===== src/rtl/sram_ctrl_pkg.sv =====
// sram_ctrl_pkg: shared types and constants for the SRAM controller.
package sram_ctrl_pkg;
  localparam int WORD_SIZE = 32;
  localparam int BE_WIDTH = WORD_SIZE / 8;
  typedef enum logic [2:0] {IDLE, RD, RD_DATA, WR, RMW_RD, RMW_MERGE, RMW_WR} state_e;
  typedef enum logic {LSU, LOADER} grant_e;
endpackage


===== src/rtl/sram_byte_merge.sv =====
// sram_byte_merge: per-byte select between an old word and a new word.
module sram_byte_merge
  import sram_ctrl_pkg::*;
(
  input  logic [WORD_SIZE-1:0] i_old,
  input  logic [WORD_SIZE-1:0] i_new,
  input  logic [BE_WIDTH-1:0]  i_be,
  output logic [WORD_SIZE-1:0] o_merged
);
  for (genvar i = 0; i < BE_WIDTH; i++) begin : g_byte
    assign o_merged[8*i +: 8] = i_be[i] ? i_new[8*i +: 8] : i_old[8*i +: 8];
  end
endmodule


===== src/rtl/sram_ctrl.sv =====
// sram_ctrl: fetch path on port A, round-robin LSU/loader access to port B and write port with RMW.
module sram_ctrl
  import sram_ctrl_pkg::*;
#(
  parameter int num_words    = 4096,
  parameter int l2_num_words = $clog2(num_words)
) (
  input  logic                    i_clk,
  input  logic                    i_rst,
  input  logic                    i_if_req,
  input  logic [l2_num_words-1:0] i_if_addr,
  output logic                    o_if_ready,
  output logic                    o_if_valid,
  output logic [WORD_SIZE-1:0]    o_if_data,
  input  logic                    i_ls_req,
  input  logic                    i_ls_we,
  input  logic [l2_num_words-1:0] i_ls_addr,
  input  logic [WORD_SIZE-1:0]    i_ls_wdata,
  input  logic [BE_WIDTH-1:0]     i_ls_be,
  output logic                    o_ls_ready,
  output logic                    o_ls_valid,
  output logic [WORD_SIZE-1:0]    o_ls_rdata,
  input  logic                    i_ld_req,
  input  logic [l2_num_words-1:0] i_ld_addr,
  input  logic [WORD_SIZE-1:0]    i_ld_wdata,
  output logic                    o_ld_ready,
  output logic                    o_sram_re_A,
  output logic [l2_num_words-1:0] o_sram_addr_A,
  input  logic [WORD_SIZE-1:0]    i_sram_data_A,
  output logic                    o_sram_re_B,
  output logic [l2_num_words-1:0] o_sram_addr_B,
  input  logic [WORD_SIZE-1:0]    i_sram_data_B,
  output logic                    o_sram_we,
  output logic [l2_num_words-1:0] o_sram_addr_w,
  output logic [WORD_SIZE-1:0]    o_sram_wdata
);
  state_e                  state_q, state_d;
  grant_e                  last_q, last_d;
  logic [l2_num_words-1:0] addr_q, addr_d;
  logic [WORD_SIZE-1:0]    wdata_q, wdata_d, merged;
  logic [BE_WIDTH-1:0]     be_q, be_d;
  logic                    is_ls_q, is_ls_d;
  logic                    re_b_q, re_b_d, we_q, we_d, ls_valid_q, ls_valid_d, if_valid_q, if_valid_d;
  logic                    grant_ls, grant_ld;

  sram_byte_merge u_merge (
    .i_old    (i_sram_data_B),
    .i_new    (wdata_q),
    .i_be     (be_q),
    .o_merged (merged)
  );

  always_comb begin
    grant_ls   = state_q == IDLE && !i_rst && i_ls_req && (!i_ld_req || last_q == LOADER);
    grant_ld   = state_q == IDLE && !i_rst && i_ld_req && !grant_ls;
    state_d    = state_q;
    last_d     = last_q;
    addr_d     = addr_q;
    wdata_d    = wdata_q;
    be_d       = be_q;
    is_ls_d    = is_ls_q;
    if_valid_d = i_if_req && !i_rst;
    if (grant_ls) begin
      last_d  = LSU;
      addr_d  = i_ls_addr;
      wdata_d = i_ls_wdata;
      be_d    = i_ls_be;
      is_ls_d = 1'b1;
      state_d = !i_ls_we ? RD : (&i_ls_be || ~|i_ls_be) ? WR : RMW_RD;
    end else if (grant_ld) begin
      last_d  = LOADER;
      addr_d  = i_ld_addr;
      wdata_d = i_ld_wdata;
      be_d    = '1;
      is_ls_d = 1'b0;
      state_d = WR;
    end else if (state_q != IDLE) begin
      state_d = state_q == RD ? RD_DATA : state_q == RMW_RD ? RMW_MERGE : state_q == RMW_MERGE ? RMW_WR : IDLE;
      wdata_d = state_q == RMW_MERGE ? merged : wdata_q;
    end
    // Strobes are registered off the next state, so each lands in the cycle its state is entered.
    re_b_d     = state_d == RD || state_d == RMW_RD;
    we_d       = (state_d == WR && &be_d) || state_d == RMW_WR;
    ls_valid_d = (state_d == WR && is_ls_d) || state_d == RD_DATA || state_d == RMW_WR;
  end

  always_ff @(posedge i_clk) begin
    if (i_rst) begin
      state_q    <= IDLE;
      last_q     <= LOADER;
      addr_q     <= '0;
      wdata_q    <= '0;
      be_q       <= '0;
      is_ls_q    <= 1'b0;
      re_b_q     <= 1'b0;
      we_q       <= 1'b0;
      ls_valid_q <= 1'b0;
      if_valid_q <= 1'b0;
    end else begin
      state_q    <= state_d;
      last_q     <= last_d;
      addr_q     <= addr_d;
      wdata_q    <= wdata_d;
      be_q       <= be_d;
      is_ls_q    <= is_ls_d;
      re_b_q     <= re_b_d;
      we_q       <= we_d;
      ls_valid_q <= ls_valid_d;
      if_valid_q <= if_valid_d;
    end
  end

  assign o_if_ready    = !i_rst;
  assign o_sram_re_A   = i_if_req && !i_rst;
  assign o_sram_addr_A = i_if_addr;
  assign o_if_valid    = if_valid_q;
  assign o_if_data     = if_valid_q ? i_sram_data_A : '0;
  assign o_ls_ready    = grant_ls;
  assign o_ld_ready    = grant_ld;
  assign o_ls_valid    = ls_valid_q;
  assign o_ls_rdata    = state_q == RD_DATA ? i_sram_data_B : '0;
  assign o_sram_re_B   = re_b_q;
  assign o_sram_addr_B = addr_q;
  assign o_sram_we     = we_q;
  assign o_sram_addr_w = addr_q;
  assign o_sram_wdata  = wdata_q;
endmodule


===== config.mk =====
export PLATFORM = sky130hd
export DESIGN_NAME = sram_ctrl
export DESIGN_NICKNAME = d
export VERILOG_FILES = /design/src/rtl/sram_ctrl_pkg.sv /design/src/rtl/sram_byte_merge.sv /design/src/rtl/sram_ctrl.sv
export SDC_FILE = /design/constraint.sdc
export NUM_CORES = 1
export LEC_CHECK = 0
export CAP_MARGIN = 20
export CORE_AREA = 4 4 121 123
export CTS_CLUSTER_DIAMETER = 150
export DETAILED_ROUTE_END_ITERATION = 8
export DIE_AREA = 0 0 125 127
export PLACE_DENSITY = 0.69
export SLEW_MARGIN = 30
export SYNTH_ARGS = -nofsm -noshare
export SYNTH_HDL_FRONTEND = slang
export SYNTH_SLANG_ARGS = --single-unit

===== constraint.sdc =====
create_clock -name i_clk -period 2.2 [get_ports i_clk]
set_clock_uncertainty 0.15 [all_clocks]
set_input_delay 0.44 -clock i_clk [delete_from_list [all_inputs] [get_ports i_clk]]
set_output_delay 0.44 -clock i_clk [all_outputs]
set_load 0.005 [all_outputs]

==> flow_metrics.py, run 1 <==
metrics = {
    "worst_setup_path": {
        "r2r_slack_ps": 9,
        "critical_path_class": "reg2reg",
        "worst_setup_path_start_kind": "flop",
        "timing.rr.start": "state_q[1]",
        "r2r-end": "o_sram_wdata[28]",
        "arrival_ps": 2190,
        "worst_setup_path_end_kind": "flop",
        "r2r_cells": 5,
        "startpoint": "state_q[1]",
        "critPathRequiredTime_ps": 2200,
        "crit_end": "o_sram_wdata[28]",
        "crit_fanout": 9,
    },
    "cts": {
        "cts_made_buffers": 5,
        "cts_root_buffer": "clkbuf_16",
        "numClockSinks": 56,
        "cts_max_path_buffers": 2,
        "cts_hold_buf": 0,
        "cts-htree-levels": 2,
        "cts.clk_slew.worst_paths_ps": 70,
        "cts_tree": "built",
        "clkLatencyLatePin_ps": 290,
    },
    "synthesis": {
        "ys_types": 46,
        "synth_fa_ha_area_share_pct": 0,
        "synth.area.mux_share_pct": 0,
        "mappedNetlistArea_mm2": 0.00359,
        "synth_nets": 596,
        "synth_area_leaders": "dfxtp_1 (31%), and2_1 (11%), a32o_1 (7.8%)",
        "yosys.area_share.simple_pct": 30.0,
        "ys_seq_area_share_pct": 31.3,
        "synth_compound_gate_area_share_pct": 27.9,
        "synth_ff_type": "dfxtp_1",
        "synth.top_cell.area_share_pct": 31.3,
        "synthTopCellsByCount": "and2_1 (64), dfxtp_1 (56), nor2_1 (39)",
        "async_reset_ff_share_pct": 0,
        "synth_top_family_by_area": "simple AND/OR/NAND/NOR gates",
        "ys_ff_latch": 56,
        "synth_xor_area_share_pct": 0,
        "syn_inst": 422,
        "synth_edf_count": 0,
        "syn_avg_cell_area_um2": 8.50,
        "yosys.cell_count.top_type": "and2_1",
        "yosys_warnings": 0,
        "yosys.area.top_type": "dfxtp_1",
    },
    "grt": {
        "grt_start_max_net_pins": 50,
        "globalRouteMet3Util_pct": 6.90,
        "top_usage_layer": "met2",
        "grt_pass1_wl_mm": 24.5,
        "grt.met2_usage_pct": 30.4,
        "grtUsageTotal_pct": 18.8,
        "grt_antenna_before_repair": 0,
        "grt_pass1_vias": 4559,
        "grt_overflow": 0,
        "met1_usage_pct": 23.1,
    },
    "cells_and_area": {
        "final_cell_area_mm2": 0.00696,
        "layout-drive-gt1-share_pct": 19.7,
        "fin_nets": 879,
        "antenna_cells": 0,
        "syn_to_final_growth_pct": 94.0,
    },
    "sta": {
        "rsz0062_at_grt": "yes",
        "fmaxAchievable_mhz": 457,
        "relSlewSlack_pct": 57.0,
        "period_needed_ps": 2190,
        "hold_violations": 0,
        "tightest_slew_ps": 645,
        "setup_ws_ps": 9.44,
        "slew_viol_final": 0,
        "period_share_pct": 99.6,
        "setup_violations": 0,
        "hold_ws_ps": 343,
    },
    "floorplan": {
        "core_mm2": 0.0137,
        "rows": 43,
        "fp.dieH_um": 127,
        "initial_core_util_pct": 26.2,
        "pin_count": 314,
        "fp.dieArea_mm2": 0.0159,
        "die_w_um": 125,
    },
    "run": {
        "maxCapViolCount": 0,
    },
    "drt": {
        "antenna_left": 0,
        "drtIter0Drc": 239,
        "dr.pass1.iters": 5,
        "drt_wl_total_mm": 16.3,
        "drc": 0,
        "vias": 4429,
        "routedWlPerCell_um": 18.4,
        "vias_per_cell": 5.00,
    },
    "power": {
        "cellLeakagePower_nw": 2.80,
        "fin_total_pwr_mw": 3.82,
        "p_per_area_mw_per_mm2": 548,
        "ir_worst_vdd_mv": 0.341,
    },
    "run_status": {
        "status": "finished clean",
    },
    "placed_design": {
        "place_ws_ps": -242,
        "placed_area_mm2": 0.00666,
        "routabilityCongestion": 0.842,
        "dpl.hpwl_mm": 12.4,
        "port_buffers": 289,
    },
    "worst_hold_path": {
        "hp-class": "reg2reg",
    },
}
==> where the power goes <==
| group | switching, mW | internal, mW | total (mW) | leakage, nW |
|---|---|---|---|---|
| Sequential | 0.0959 | 1.15 | 1.25 | 0.464 |
| Clock | 0.357 | 0.479 | 0.836 | 0.0760 |
| Combinational | 0.725 | 1.01 | 1.73 | 2.26 |
| Total | 1.18 | 2.64 | 3.82 | 2.80 |
==> cell type report <==
class,count,area [µm²]
inverter,3,11.3
tap,180,225
sequential,56,1130
clock buffer,7,153
timing repair buffer,339,3270
fill,1263,6710
multi-input combinational,300,2170
==> routing by layer <==
metal / share of wire [%] / vias to the layer above
li1: - / 2106
met1: 40 / 2046
met2: 48 / 236
met3: 9.2 / 41
met4: 2.5 / 0
met5: 0 / -
==> cells by family after synthesis <==
kind of cell / after synthesis
AND/OR/NAND/NOR: 193
AO/OA/AOI/OAI: 107
buffers and inverters: 66
flip-flops: 56
==> metrics by stage <==
stage	TNS (ps)	util [%]	cells
2_1_floorplan	0	-	422
4_1_cts	-1340	50.3	880
5_1_grt	-160	50.9	885
3_5_place_dp	-4740	48.8	867
3_3_place_gp	-4520	48.8	867
6_report	0	50.9	885
==> state kept, by name (all words and copies together) (netlist names) <==
| register | count |
|---|---|
| be_q | 4 |
| last_q | 1 |
| o_if_valid | 1 |
| o_ls_valid | 1 |
| o_sram_addr_B | 12 |
| o_sram_re_B | 1 |
| o_sram_wdata | 32 |
| o_sram_we | 1 |
| state_q | 3 |
==> critical path, cell delays in order (launching register included) <==
cell,delay (ps)
dfxtp_4,370
buf_4,160
or4_4,640
o21a_2,340
a221oi_1,300
nor3_1,90
==> worst min path at each step <==
stage                     start          endpoint  slack (ps)  cells past startpoint
6_report        o_sram_wdata[7]   o_sram_wdata[7]         340                      2
5_1_grt         o_sram_wdata[5]   o_sram_wdata[5]         370                      2
4_1_cts        o_sram_wdata[16]  o_sram_wdata[16]         350                      2
3_5_place_dp            be_q[3]           be_q[3]         330                      1
3_3_place_gp            be_q[3]           be_q[3]         330                      1
2_1_floorplan           be_q[3]           be_q[3]         310                      1
==> timing repair <==
item                                    CTS  global route
gates resized for setup                  43            77
cloned                                    1             1
buffers inserted                          5             4
endpoints found under the setup margin   49            55
pin swaps                                 2             1
==> layout by cell type, fill, tap and decap left out, types with 3 or more instances in the layout <==
cell type / Yosys / routed
nor2_2: 13 / 13
a211oi_2: 3 / 3
a221oi_1: 29 / 19
and2_1: 64 / 64
a32o_1: 28 / 28
a22oi_1: 4 / 4
a21oi_1: 8 / 8
nor2_1: 39 / 39
o21a_2: 0 / 3
clkdlybuf4s50_1: 0 / 251
dfxtp_1: 56 / 53
a221oi_2: 0 / 10
a311oi_2: 12 / 12
buf_12: 1 / 4
nand2_1: 26 / 26
clkbuf_16: 0 / 6
buf_4: 25 / 39
nor3_1: 30 / 30
nor2b_1: 3 / 3
o22ai_1: 4 / 4
clkbuf_2: 0 / 23
or4bb_1: 4 / 4
o21ai_2: 3 / 4
dlymetal6s2s_1: 0 / 11
buf_6: 2 / 4
Note: power is estimated with default switching activity, not from simulation.
==> run 2: changes to the inputs <==
--- a/config.mk
+++ b/config.mk
@@ -11,6 +11,7 @@
 export DETAILED_ROUTE_END_ITERATION = 8
 export DIE_AREA = 0 0 125 127
 export PLACE_DENSITY = 0.69
+export SKIP_CTS_REPAIR_TIMING = 1
 export SLEW_MARGIN = 30
 export SYNTH_ARGS = -nofsm -noshare
 export SYNTH_HDL_FRONTEND = slang
==> flow_metrics.py, run 2 (same netlist as run 1, synthesis figures left out) <==
metrics = {
    "cts": {
        "clkLatencyLatePin_ps": 290,
        "cts_root_buffer": "clkbuf_16",
        "cts_max_path_buffers": 2,
        "cts-htree-levels": 2,
        "cts.clk_slew.worst_paths_ps": 70,
        "cts_made_buffers": 5,
        "numClockSinks": 56,
        "cts_tree": "built",
    },
    "cells_and_area": {
        "final_cell_area_mm2": 0.00697,
        "fin_nets": 877,
        "antenna_cells": 0,
        "syn_to_final_growth_pct": 94.2,
        "final_util_pct": 51.0,
        "layout_common_cells": "clkdlybuf4s50_1 (274), and2_1 (65), dfxtp_1 (53)",
        "largest_reg_flops": 32,
        "final_common_cell": "clkdlybuf4s50_1",
        "layout-drive-gt1-share_pct": 14.8,
    },
    "worst_setup_path": {
        "cp.depth": 5,
        "r2r_cells": 7,
        "timing.rr.start": "state_q[1]",
        "arrival_ps": 1830,
        "critPathSlowestCell": "clkdlybuf4s50_1",
        "path_delay_family": "buffers and inverters",
        "r2r_slack_ps": 60,
        "crit_fanout": 4,
        "worst_setup_path_start_kind": "flop",
        "worst_path_largest_cell_delay_ps": 500,
        "crit_chain": "nor3b_4 -> buf_4 -> clkbuf_4 -> and2_1 -> clkdlybuf4s50_1",
        "crit_buf_inv": 3,
        "r2r-end": "o_sram_addr_B[5]",
        "critical_path_class": "reg2out",
        "worst_setup_path_end_kind": "output port",
        "critPathRequiredTime_ps": 1610,
    },
    "floorplan": {
        "rows": 43,
        "core_mm2": 0.0137,
        "fp.dieArea_mm2": 0.0159,
        "initial_core_util_pct": 26.2,
        "pin_count": 314,
        "die_w_um": 125,
        "fp.dieH_um": 127,
    },
    "sta": {
        "tightest_slew_ps": 631,
        "fmaxAchievable_mhz": 413,
        "period_share_pct": 110,
        "relSlewSlack_pct": 57.9,
        "slew_viol_final": 0,
        "period_needed_ps": 2420,
        "hold_ws_ps": 343,
        "setup_tns_ps": -4190,
        "setup_ws_ps": -223,
        "hold_violations": 0,
        "rsz0062_at_grt": "yes",
        "setup_violations": 23,
    },
    "grt": {
        "grt_pass1_wl_mm": 24.2,
        "grt_start_max_net_pins": 50,
        "grt_overflow": 0,
        "grt_antenna_before_repair": 0,
        "top_usage_layer": "met2",
        "globalRouteMet3Util_pct": 6.61,
        "met1_usage_pct": 22.8,
        "grt.met2_usage_pct": 30.1,
        "grtUsageTotal_pct": 18.4,
        "grt_pass1_vias": 4521,
    },
    "power": {
        "p_int_mw": 2.64,
        "p_sw_mw": 1.15,
        "cellLeakagePower_nw": 2.76,
        "clkPwrFrac_pct": 22.1,
        "ir_worst_vdd_mv": 0.340,
        "combPwrFrac_pct": 44.8,
        "switching_share_pct": 30.3,
        "power.share.sequential_pct": 33.0,
        "p_per_area_mw_per_mm2": 543,
    },
    "placed_design": {
        "placed_area_mm2": 0.00666,
        "dpl.hpwl_mm": 12.4,
        "port_buffers": 289,
        "routabilityCongestion": 0.842,
    },
    "run_status": {
        "status": "complete, but fails checks",
        "failed_checks": "negative setup slack",
    },
    "worst_hold_path": {
        "holdPathEnd": "o_sram_wdata[16]",
        "min_from": "o_sram_wdata[16]",
        "holdPathStages": 2,
        "hp-class": "reg2reg",
    },
    "drt": {
        "drt_wl_total_mm": 16.1,
        "vias": 4424,
        "antenna_left": 0,
        "drc": 0,
        "vias_per_cell": 5.01,
        "drtIter0Drc": 265,
        "routedWlPerCell_um": 18.2,
        "dr.pass1.iters": 5,
    },
    "run": {
        "maxCapViolCount": 0,
    },
}
run 2: worst max-delay path by stage:
stage	from	end	slack, ps
floorplan	state_q[0]	o_sram_wdata[20]	270
CTS	state_q[1]	o_ls_rdata[10]	-320
finish	state_q[1]	o_ls_rdata[26]	-220
global route	state_q[2]	o_ls_rdata[0]	-280
detailed placement	i_ld_req	o_ld_ready	-240
global placement	i_ld_req	o_ld_ready	-250
run 2: stage by stage:
| step | power [mW] | setup slack, ps | std cells |
|---|---|---|---|
| after floorplan | 1.99 | 267 | 422 |
| after detailed placement | 2.91 | -242 | 867 |
| after CTS | 3.77 | -316 | 874 |
| after global placement | 2.88 | -246 | 867 |
| final | 3.78 | -223 | 883 |
| after global routing | 4.01 | -284 | 883 |
run 2: power by group through the flow:
stage	Clock [mW]	Combinational [mW]	Sequential, mW
2_1_floorplan	0	0.727	1.26
3_3_place_gp	0	1.62	1.26
3_5_place_dp	0	1.64	1.27
4_1_cts	0.876	1.65	1.24
5_1_grt	0.910	1.83	1.27
6_report	0.837	1.70	1.25
run 2: tightest hold or removal path: cells and delay by family, from the launching register on:
kind	cells	cell delay, ps
DFF	1	310
and+or+nand+nor	2	150
run 2: area by class of cell:
cell class                 count  area (µm²)
tap                          180         225
clock buffer                   7         153
sequential                    56        1130
multi-input combinational    300        2100
fill                        1249        6700
inverter                       3        11.3
timing repair buffer         337        3350
run 2: routing by layer:
metal / vias to the layer above / routed length, µm / part of all wire (%)
met2: 241 / 7810 / 49
met4: 0 / 338 / 2.1
met5: - / 0 / 0
li1: 2093 / - / -
met1: 2056 / 6410 / 40
met3: 34 / 1500 / 9.3
